--- config.mk ---
export PLATFORM = sky130hd
export DESIGN_NAME = hazard_stall_ctrl
export DESIGN_NICKNAME = d
export VERILOG_FILES = /design/src/rtl/hazard_stall_ctrl.sv
export SDC_FILE = /design/constraint.sdc
export NUM_CORES = 1
export LEC_CHECK = 0
export CORE_AREA = 8 8 164 119
export DETAILED_ROUTE_END_ITERATION = 6
export DIE_AREA = 0 0 172 127
export PLACE_DENSITY = 0.56
export REMOVE_ABC_BUFFERS = 1
export SLEW_MARGIN = 15
export SYNTH_ARGS = -nofsm -noshare
export SYNTH_HDL_FRONTEND = slang
export SYNTH_SLANG_ARGS = --single-unit
--- constraint.sdc ---
create_clock -name clock -period 3.4 [get_ports clock]
set_clock_uncertainty 0.1 [all_clocks]
set_input_delay 0.51 -clock clock [delete_from_list [all_inputs] [get_ports clock]]
set_output_delay 0.51 -clock clock [all_outputs]
set_load 0.05 [all_outputs]
--- src/rtl/hazard_stall_ctrl.sv ---
// hazard_stall_ctrl
// Scoreboard-based read-after-write hazard detector and stall controller for
// the in-order RV32 core. Every issued instruction occupies one slot of a
// WB_LATENCY-deep shift register. A register is pending while any slot holds a
// valid write to it, so a decoded source that is still in flight holds the
// front end and sends bubbles downstream until the write reaches the
// register file.

module hazard_stall_ctrl #(
    parameter int REG_ADDR_W = 5,
    parameter int WB_LATENCY = 3,
    parameter int CNT_W      = 16
) (
    input  logic                       clock,
    input  logic                       reset,
    input  logic                       id_valid,
    input  logic [REG_ADDR_W-1:0]      id_rs1,
    input  logic [REG_ADDR_W-1:0]      id_rs2,
    input  logic                       id_uses_rs1,
    input  logic                       id_uses_rs2,
    input  logic [REG_ADDR_W-1:0]      id_rd,
    input  logic                       id_reg_write,
    input  logic                       flush,
    output logic                       pc_write,
    output logic                       if_id_write,
    output logic                       bubble,
    output logic                       raw_hazard,
    output logic [2**REG_ADDR_W-1:0]   busy_mask,
    output logic [CNT_W-1:0]           stall_count,
    output logic [CNT_W-1:0]           issue_count,
    output logic                       hazard_error
);

    localparam int NUM_REGS = 2**REG_ADDR_W;
    localparam int CONSEC_W = $clog2(WB_LATENCY + 2);
    localparam logic [CONSEC_W-1:0] CONSEC_LIMIT = CONSEC_W'(WB_LATENCY + 1);
    localparam logic [CONSEC_W-1:0] CONSEC_TRIP  = CONSEC_W'(WB_LATENCY);

    // Slot 0 is the youngest in-flight instruction; the oldest slot is
    // written to the register file on the edge it shifts out.
    logic [WB_LATENCY-1:0]                  r_slotValid;
    logic [WB_LATENCY-1:0][REG_ADDR_W-1:0]  r_slotRd;
    logic [NUM_REGS-1:0]                    r_busyMask;
    logic [CNT_W-1:0]                       r_stallCount;
    logic [CNT_W-1:0]                       r_issueCount;
    logic [CONSEC_W-1:0]                    r_consecStall;
    logic                                   r_hazardError;

    logic [WB_LATENCY-1:0]                  w_slotValidNext;
    logic [WB_LATENCY-1:0][REG_ADDR_W-1:0]  w_slotRdNext;
    logic [NUM_REGS-1:0]                    w_pendingMask;
    logic [NUM_REGS-1:0]                    w_busyMaskNext;
    logic                                   w_rs1Pending;
    logic                                   w_rs2Pending;
    logic                                   w_hazard;
    logic                                   w_stall;
    logic                                   w_issue;

    // Decode the current slots into a one-hot-per-register pending set; x0 is never pending
    always_comb begin
        w_pendingMask = '0;
        for (int i = 0; i < WB_LATENCY; i++) begin
            if (r_slotValid[i]) begin
                w_pendingMask[r_slotRd[i]] = 1'b1;
            end
        end
        w_pendingMask[0] = 1'b0;
    end

    assign w_rs1Pending = id_uses_rs1 && w_pendingMask[id_rs1];
    assign w_rs2Pending = id_uses_rs2 && w_pendingMask[id_rs2];
    assign w_hazard     = !reset && id_valid && (w_rs1Pending || w_rs2Pending);
    assign w_stall      = w_hazard && !flush;
    assign w_issue      = !reset && id_valid && !w_hazard && !flush;

    // Build the next scoreboard contents: new entry only on a real issue of a non-x0 writer
    always_comb begin
        w_slotValidNext    = '0;
        w_slotRdNext       = '0;
        w_slotValidNext[0] = w_issue && id_reg_write && (id_rd != '0);
        w_slotRdNext[0]    = w_issue ? id_rd : '0;
        for (int i = 1; i < WB_LATENCY; i++) begin
            w_slotValidNext[i] = r_slotValid[i-1];
            w_slotRdNext[i]    = r_slotRd[i-1];
        end
    end

    // Registered busy mask mirrors the scoreboard contents that will be present after this edge
    always_comb begin
        w_busyMaskNext = '0;
        for (int i = 0; i < WB_LATENCY; i++) begin
            if (w_slotValidNext[i]) begin
                w_busyMaskNext[w_slotRdNext[i]] = 1'b1;
            end
        end
    end

    // Front-end control: reset holds everything, flush beats stall, stall freezes PC and IF/ID
    always_comb begin
        pc_write    = 1'b1;
        if_id_write = 1'b1;
        bubble      = !id_valid;
        raw_hazard  = w_hazard;
        if (reset) begin
            pc_write    = 1'b0;
            if_id_write = 1'b0;
            bubble      = 1'b1;
        end else if (flush) begin
            bubble      = 1'b1;
        end else if (w_hazard) begin
            pc_write    = 1'b0;
            if_id_write = 1'b0;
            bubble      = 1'b1;
        end
    end

    // Scoreboard shift, busy mask, saturating counters and the sticky over-long-stall flag
    always_ff @(posedge clock) begin
        if (reset) begin
            r_slotValid   <= '0;
            r_slotRd      <= '0;
            r_busyMask    <= '0;
            r_stallCount  <= '0;
            r_issueCount  <= '0;
            r_consecStall <= '0;
            r_hazardError <= 1'b0;
        end else begin
            r_slotValid <= w_slotValidNext;
            r_slotRd    <= w_slotRdNext;
            r_busyMask  <= w_busyMaskNext;
            if (w_stall && (r_stallCount != '1)) begin
                r_stallCount <= r_stallCount + CNT_W'(1);
            end
            if (w_issue && (r_issueCount != '1)) begin
                r_issueCount <= r_issueCount + CNT_W'(1);
            end
            if (w_stall) begin
                if (r_consecStall != CONSEC_LIMIT) begin
                    r_consecStall <= r_consecStall + CONSEC_W'(1);
                end
                if (r_consecStall >= CONSEC_TRIP) begin
                    r_hazardError <= 1'b1;
                end
            end else begin
                r_consecStall <= '0;
            end
        end
    end

    assign busy_mask    = r_busyMask;
    assign stall_count  = r_stallCount;
    assign issue_count  = r_issueCount;
    assign hazard_error = r_hazardError;

endmodule

# Yosys cells after proc, flatten, opt, wreduce, memory -nomap -nowiden
# Cells that the tools add are included.
dict set report classes {
  addsub 3
  magnitude_cmp 11
  n_eq_ne 3
  muxes 25
  bitwise 5
  n_reduce_logical 23
}
# cell count
set op_table {}
lappend op_table {{32-bit 2-to-1 mux} 6}
lappend op_table {{32-bit bitwise OR} 4}
lappend op_table {{5-bit by 6-bit less-than comparator with 1-bit output (second input constant)} 6}
lappend op_table {{16-bit by 1-bit adder with 16-bit output (second input constant)} 2}
lappend op_table {{16-bit != test (second input constant)} 2}
lappend op_table {{1-bit demux with 5-bit select} 4}
lappend op_table {{5-bit by 1-bit greater-or-equal comparator with 1-bit output (second input constant)} 4}
lappend op_table {{1-bit logical AND} 15}
lappend op_table {{1-bit 2-to-1 mux} 12}
lappend op_table {{1-bit binary-select mux with 5-bit select} 2}
lappend op_table {{5-bit 2-to-1 mux} 1}
lappend op_table {{5-bit nonzero test} 1}
lappend op_table {{1-bit logical NOT} 4}
lappend op_table {{3-bit by 1-bit adder with 3-bit output (second input constant)} 1}
lappend op_table {{3-bit by 2-bit greater-or-equal comparator with 1-bit output (second input constant)} 1}
lappend op_table {{3-bit != test (second input constant)} 1}
lappend op_table {{2-bit AND reduction} 1}
lappend op_table {{2-bit OR reduction} 1}
lappend op_table {{1-bit logical OR} 1}
lappend op_table {{1-bit NOT} 1}
dict set report word_totals {
  register_bits 86
  inputBits 22
  out_inout_bits 69
  elab_cells 79
}

# Depth between registers and ports, before layout
# Gate-level depths: netlist of the first run.
dict set report depth {
  ltp_word 27
  mapped_depth 12
  ltp_nobuf 9
}

# Worst setup path after synthesis of the first run
# Ideal clock, no wire load.
dict set report synth_timing {
  path_type {input-to-output}
  from {in id_rs2[1]}
  to {out pc_write}
  t_arrival_ns 2.938
  t_required_ns 2.790
  path_slack_ns -0.148
  path_stages 9
  path_buffers 2
  path_cell_list {clkbuf_1 -> nor2b_1 -> nand3_1 -> nand3_1 -> o21ai_1 -> a221oi_2 -> o21ai_1 -> a21oi_1 -> buf_4}
}
dict set report synth_via {
  elab_chain_len 8
}
# item line
set synth_rtl {}
lappend synth_rtl {{from (decl)} 18} ;# input logic [REG_ADDR_W-1:0] id_rs2,
lappend synth_rtl {{1-bit binary-select mux with 5-bit select} 71} ;# assign w_rs2Pending = id_uses_rs2 && w_pendingMask[id_rs2];
lappend synth_rtl {{1-bit 2-to-1 mux (not written as such)} 71}
lappend synth_rtl {{1-bit logical AND} 71}
lappend synth_rtl {{1-bit logical OR} 72} ;# assign w_hazard = !reset && id_valid && (w_rs1Pending || w_rs2Pending);
lappend synth_rtl {{1-bit logical AND} 72}
lappend synth_rtl {{1-bit 2-to-1 mux (3 in series)} n/a}
lappend synth_rtl {{to (decl)} 24} ;# output logic pc_write,
# Every way passes these cells. The select of a mux whose other input is x is not followed.

# Worst setup path in the final report of the first run
dict set report layout_timing {
  from {reg r_slotRd[0] (netlist bit)}
  to {out bubble}
}
dict set report layout_via {
  elab_chain_len 17
  elab_cells_between_ends 21
  classes_between {order compare: 2; mux: 12; bitwise: 2; reduce/logical: 5}
}
# item line
set layout_rtl {}
lappend layout_rtl {{from (decl)} 42} ;# logic [WB_LATENCY-1:0][REG_ADDR_W-1:0] r_slotRd;
lappend layout_rtl {{from (signal assigned)} 129} ;# r_slotRd <= w_slotRdNext;
lappend layout_rtl {{5-bit by 6-bit less-than comparator with 1-bit output (not written as such) or 5-bit by 1-bit greater-or-equal comparator with 1-bit output (tied branches)} 64} ;# w_pendingMask[r_slotRd[i]] = 1'b1;
lappend layout_rtl {{1-bit logical AND (not written as such)} 64}
lappend layout_rtl {{1-bit 2-to-1 mux (not written as such)} 64}
lappend layout_rtl {{1-bit demux with 5-bit select (*)} 64}
lappend layout_rtl {{32-bit 2-to-1 mux (*)} 63} ;# if (r_slotValid[i]) begin
lappend layout_rtl {{32-bit bitwise OR (no source line)} n/a}
lappend layout_rtl {{32-bit 2-to-1 mux (*)} 63}
lappend layout_rtl {{32-bit bitwise OR (no source line)} n/a}
lappend layout_rtl {{32-bit 2-to-1 mux (*)} 63}
lappend layout_rtl {{1-bit binary-select mux with 5-bit select (on tied branches)} {70, 71}}
lappend layout_rtl {{1-bit 2-to-1 mux (on tied branches)} {70, 71}}
lappend layout_rtl {{1-bit logical AND (on tied branches)} {70, 71}}
lappend layout_rtl {{1-bit logical OR (*)} 72}
lappend layout_rtl {{1-bit logical AND (*)} 72}
lappend layout_rtl {{1-bit 2-to-1 mux (*)} 110} ;# end else if (w_hazard) begin
lappend layout_rtl {{1-bit 2-to-1 mux (*)} 108} ;# end else if (flush) begin
lappend layout_rtl {{1-bit 2-to-1 mux (*)} 104} ;# if (reset) begin
lappend layout_rtl {{to (decl)} 26} ;# output logic bubble,
# Mark *: on every way between the ends. The rest lies on a longest branch, timed or not. The select of a mux whose other input is x is not followed.

==> results.toml, run 1 <==
[critical_path]
regToRegSetupSlack_ps = 20
path_max_fanout = 6
timing.critical_path.cells = "buf_4 > nor4b_4 > buf_4 > a22oi_2 > nand3_1 > a21oi_1 > o211a_1 > a41o_1 > o211ai_1 > buf_4 > buf_6 > buf_12"
max_stage_delay_ps = 380
r2r_cells = 13
cp_slowest_cell = "sky130_fd_sc_hd__nor4b_4"
timing.rr.start = "r_slotRd[0]"
critical_path_arrival_ps = 2850
critPathLaunchType = "register"
criticalPathCategory = "reg2out"
worst_ep_required_time_ps = 2790
critPathMostFrequentCell = "sky130_fd_sc_hd__buf_4"
crit-reg2reg-capture = "busy_mask[5]"
critPathCaptureType = "output pin"

[hold_path]
worstHoldPathCells = 2
timing.hold.worst.class = "reg2reg"
holdCritStartpoint = "hazard_error"
holdPathEnd = "hazard_error"

[timing]
finalMaxSlewViolations = 0
worst_pin_slew_ps = 887
final_critical_path_setup_slack_ps = -60.6
achievable-frequency_mhz = 289
max_slew_margin = 0.409
final-setup-viol-count = 2
final-hold-violation-count = 0
grt_setup_unrepaired = "yes"
fin_crit_ps = 3460
layout_worst_path_cycle_share = 1.02

[outcome]
run_status = "finished with violations"
violations = "negative setup slack"

[clocking]
clock_insertion_delay_worst_skew_ps = 350
tritoncts.num_buffers = 9
clk_pin_slew_worst_paths_ps = 60
clockBufferDepth = 2
cts_root_buf = "sky130_fd_sc_hd__clkbuf_16"
tritoncts = "built"
post_cts_hold_buffer_count = 0
cts_sinks = 86
maximum_level_of_the_cts_h_tree = 3

[grt]
grt_start_max_net_pins = 86
wire_length_of_the_first_global_routing_pass_um = 30600
grt_remaining_overflow = 0
first_global_vias = 5275
grt.total_usage = 0.179
antenna_found_initial = 0

[placed_design]
placedCellCount = 961
dp.final_hpwl_um = 15100
routabilityCongestion = 0.946
placement.io_buffers = 90

[cells_and_area]
insertedDiodeCount = 0
layout.cells.most_common = "sky130_fd_sc_hd__clkdlybuf4s50_1"
layout_overhead_on_the_synthesized_area_pct = 45.4
layout_common_cells = "sky130_fd_sc_hd__clkdlybuf4s50_1, sky130_fd_sc_hd__dfxtp_1, sky130_fd_sc_hd__buf_4, sky130_fd_sc_hd__nand3_1, sky130_fd_sc_hd__a21oi_1"
fillerInstances = 1702
layout.cells.non_filler = 1002
drive_above_1_share = 0.245
final_nets = 793

[pwr]
power.density_nw_per_um2 = 336
irDropWorstVdd_uv = 194
total_power_mw = 2.44
static-leakage-power_nw = 2.49

[synthesis]
synth_edf_count = 0
yosys_warnings = 0
syn-instance-count = 626
synth.ff_latch_count = 86
yosysTopAreaCellShare = 0.345
sequential_area_share_after_synthesis = 0.345
synth.cell_area_um2 = 4990
synth_area_leader = "sky130_fd_sc_hd__dfxtp_1"
syn_area_per_cell_um2 = 7.98
synth_area_leaders = "sky130_fd_sc_hd__dfxtp_1, sky130_fd_sc_hd__a21oi_1, sky130_fd_sc_hd__nand3_1"
ys_dominant_reg_cell = "sky130_fd_sc_hd__dfxtp_1"
distinct_cells_synth = 68
async_flop_share = 0

[floorplan]
io_pins = 91
die_height_um = 127
die_area_um2 = 21800
fp.coreArea_um2 = 16900
core.rowCount = 40
floorplan.initialDensity = 0.295
die_x_um = 172

[routing]
drt_iter0_drc = 528
drt-wirelength-per-cell_um = 20.2
detailedRoute.firstPassIterationCount = 5
wl_met2_um = 8280
routed.top_layer = "met4"
wirelength_um = 20200
route.met3.wl_um = 2190
drt.antenna.violating_nets = 0
remaining_drc_errors = 0
m1WireLength_um = 9510
vias_per_cell = 5.67
route.vias.total = 5683

[job]
cap_viol_max_count = 0
==> synthesized netlist by cell type (all sizes together), types with 10 or more instances <==
library cell,n
nand4,13
nor2,44
o31ai,12
nand2b,15
nor3,12
inv,19
dfxtp,86
and3,10
nor2b,30
a21oi,59
nand3,55
o21ai,16
a22oi,33
or4,13
clkbuf,25
buf,13
nand2,52
==> repair_timing <==
| item | in CTS | in global routing |
|---|---|---|
| pin swaps | 3 | 25 |
| resized for setup | 45 | 38 |
| endpoints found under the setup margin | 4 | 4 |
| setup buffers | 3 | 21 |
| cloned | 0 | 1 |
==> area by class of cell <==
class | instances | area (um^2) | area share
Clock buffer | 12 | 256 | 0.0353
Clock inverter | 4 | 77.6 | 0.0107
Inverter | 19 | 71.3 | 0.00982
Multi-Input combinational cell | 483 | 3280 | 0.452
Sequential cell | 86 | 1750 | 0.241
Tap cell | 231 | 289 | 0.0398
Timing Repair Buffer | 167 | 1540 | 0.212
==> layer usage <==
metal  global-route usage  vias up
li1                     -     2644
met1                0.261     2725
met2                0.248      301
met3               0.0542       13
met4               0.0450        0
met5                    0        -
==> sequential cells by signal, summed over array words and instances, names as in the netlist <==
signal         count
r_slotValid        3
hazard_error       1
stall_count       16
r_slotRd          15
issue_count       16
r_consecStall      3
busy_mask         32
==> worst max-delay path by stage <==
stage          slack [ps]            end  cells past startpoint   startpoint
2_1_floorplan        -420    if_id_write                      8  r_slotRd[0]
3_3_place_gp          -20  busy_mask[20]                     10    id_rs2[1]
3_5_place_dp          -60  busy_mask[20]                     10    id_rs2[1]
4_1_cts                 2         bubble                     11  r_slotRd[0]
5_1_grt               -90         bubble                     10  r_slotRd[4]
6_report              -60         bubble                     12  r_slotRd[0]
==> cell families after synthesis <==
kind of cell	after synthesis	share of synthesized area
fa+ha+maj	5	0.0125
xor+xnor	1	0.00175
flops	86	0.345
mux	11	0.0238
simple gates	293	0.338
compound gates	173	0.233
buf+inv	57	0.0471
==> stage by stage <==
| stage | setup TNS (ps) | hold slack [ps] | area [um^2] | setup WS [ps] | util |
|---|---|---|---|---|---|
| after floorplan | -4420 | 370 | 4830 | -417 | - |
| after global placement | -75.1 | 375 | 6450 | -20.6 | 0.381 |
| after detailed placement | -245 | 381 | 6450 | -57.5 | 0.381 |
| after CTS | 0 | 393 | 6970 | 2.23 | 0.412 |
| after global routing | -518 | 429 | 7260 | -90.4 | 0.429 |
| final | -64.7 | 384 | 7260 | -60.6 | 0.429 |
==> critical path: cells and delay by family (launching register included) <==
kind | cells | cell delay (ps)
flip-flops | 1 | 370
AO/OA/AOI/OAI | 5 | 880
AND/OR/NAND/NOR | 2 | 490
buffers and inverters | 5 | 760
==> power breakdown <==
part	switching, mW	internal (mW)
combinational	0.190	0.122
sequential	0.0101	1.01
clock	0.419	0.688
total	0.619	1.82
Note: power is estimated with default switching activity, not from simulation.
==> run 2: changes to the inputs <==
--- a/config.mk
+++ b/config.mk
@@ -10,7 +10,7 @@
 export DIE_AREA = 0 0 172 127
 export PLACE_DENSITY = 0.56
 export REMOVE_ABC_BUFFERS = 1
-export SLEW_MARGIN = 15
+export SLEW_MARGIN = 0
 export SYNTH_ARGS = -nofsm -noshare
 export SYNTH_HDL_FRONTEND = slang
 export SYNTH_SLANG_ARGS = --single-unit
==> results of run 2 <==
No change in the layout: final DEF, timing and power equal those of run 1.
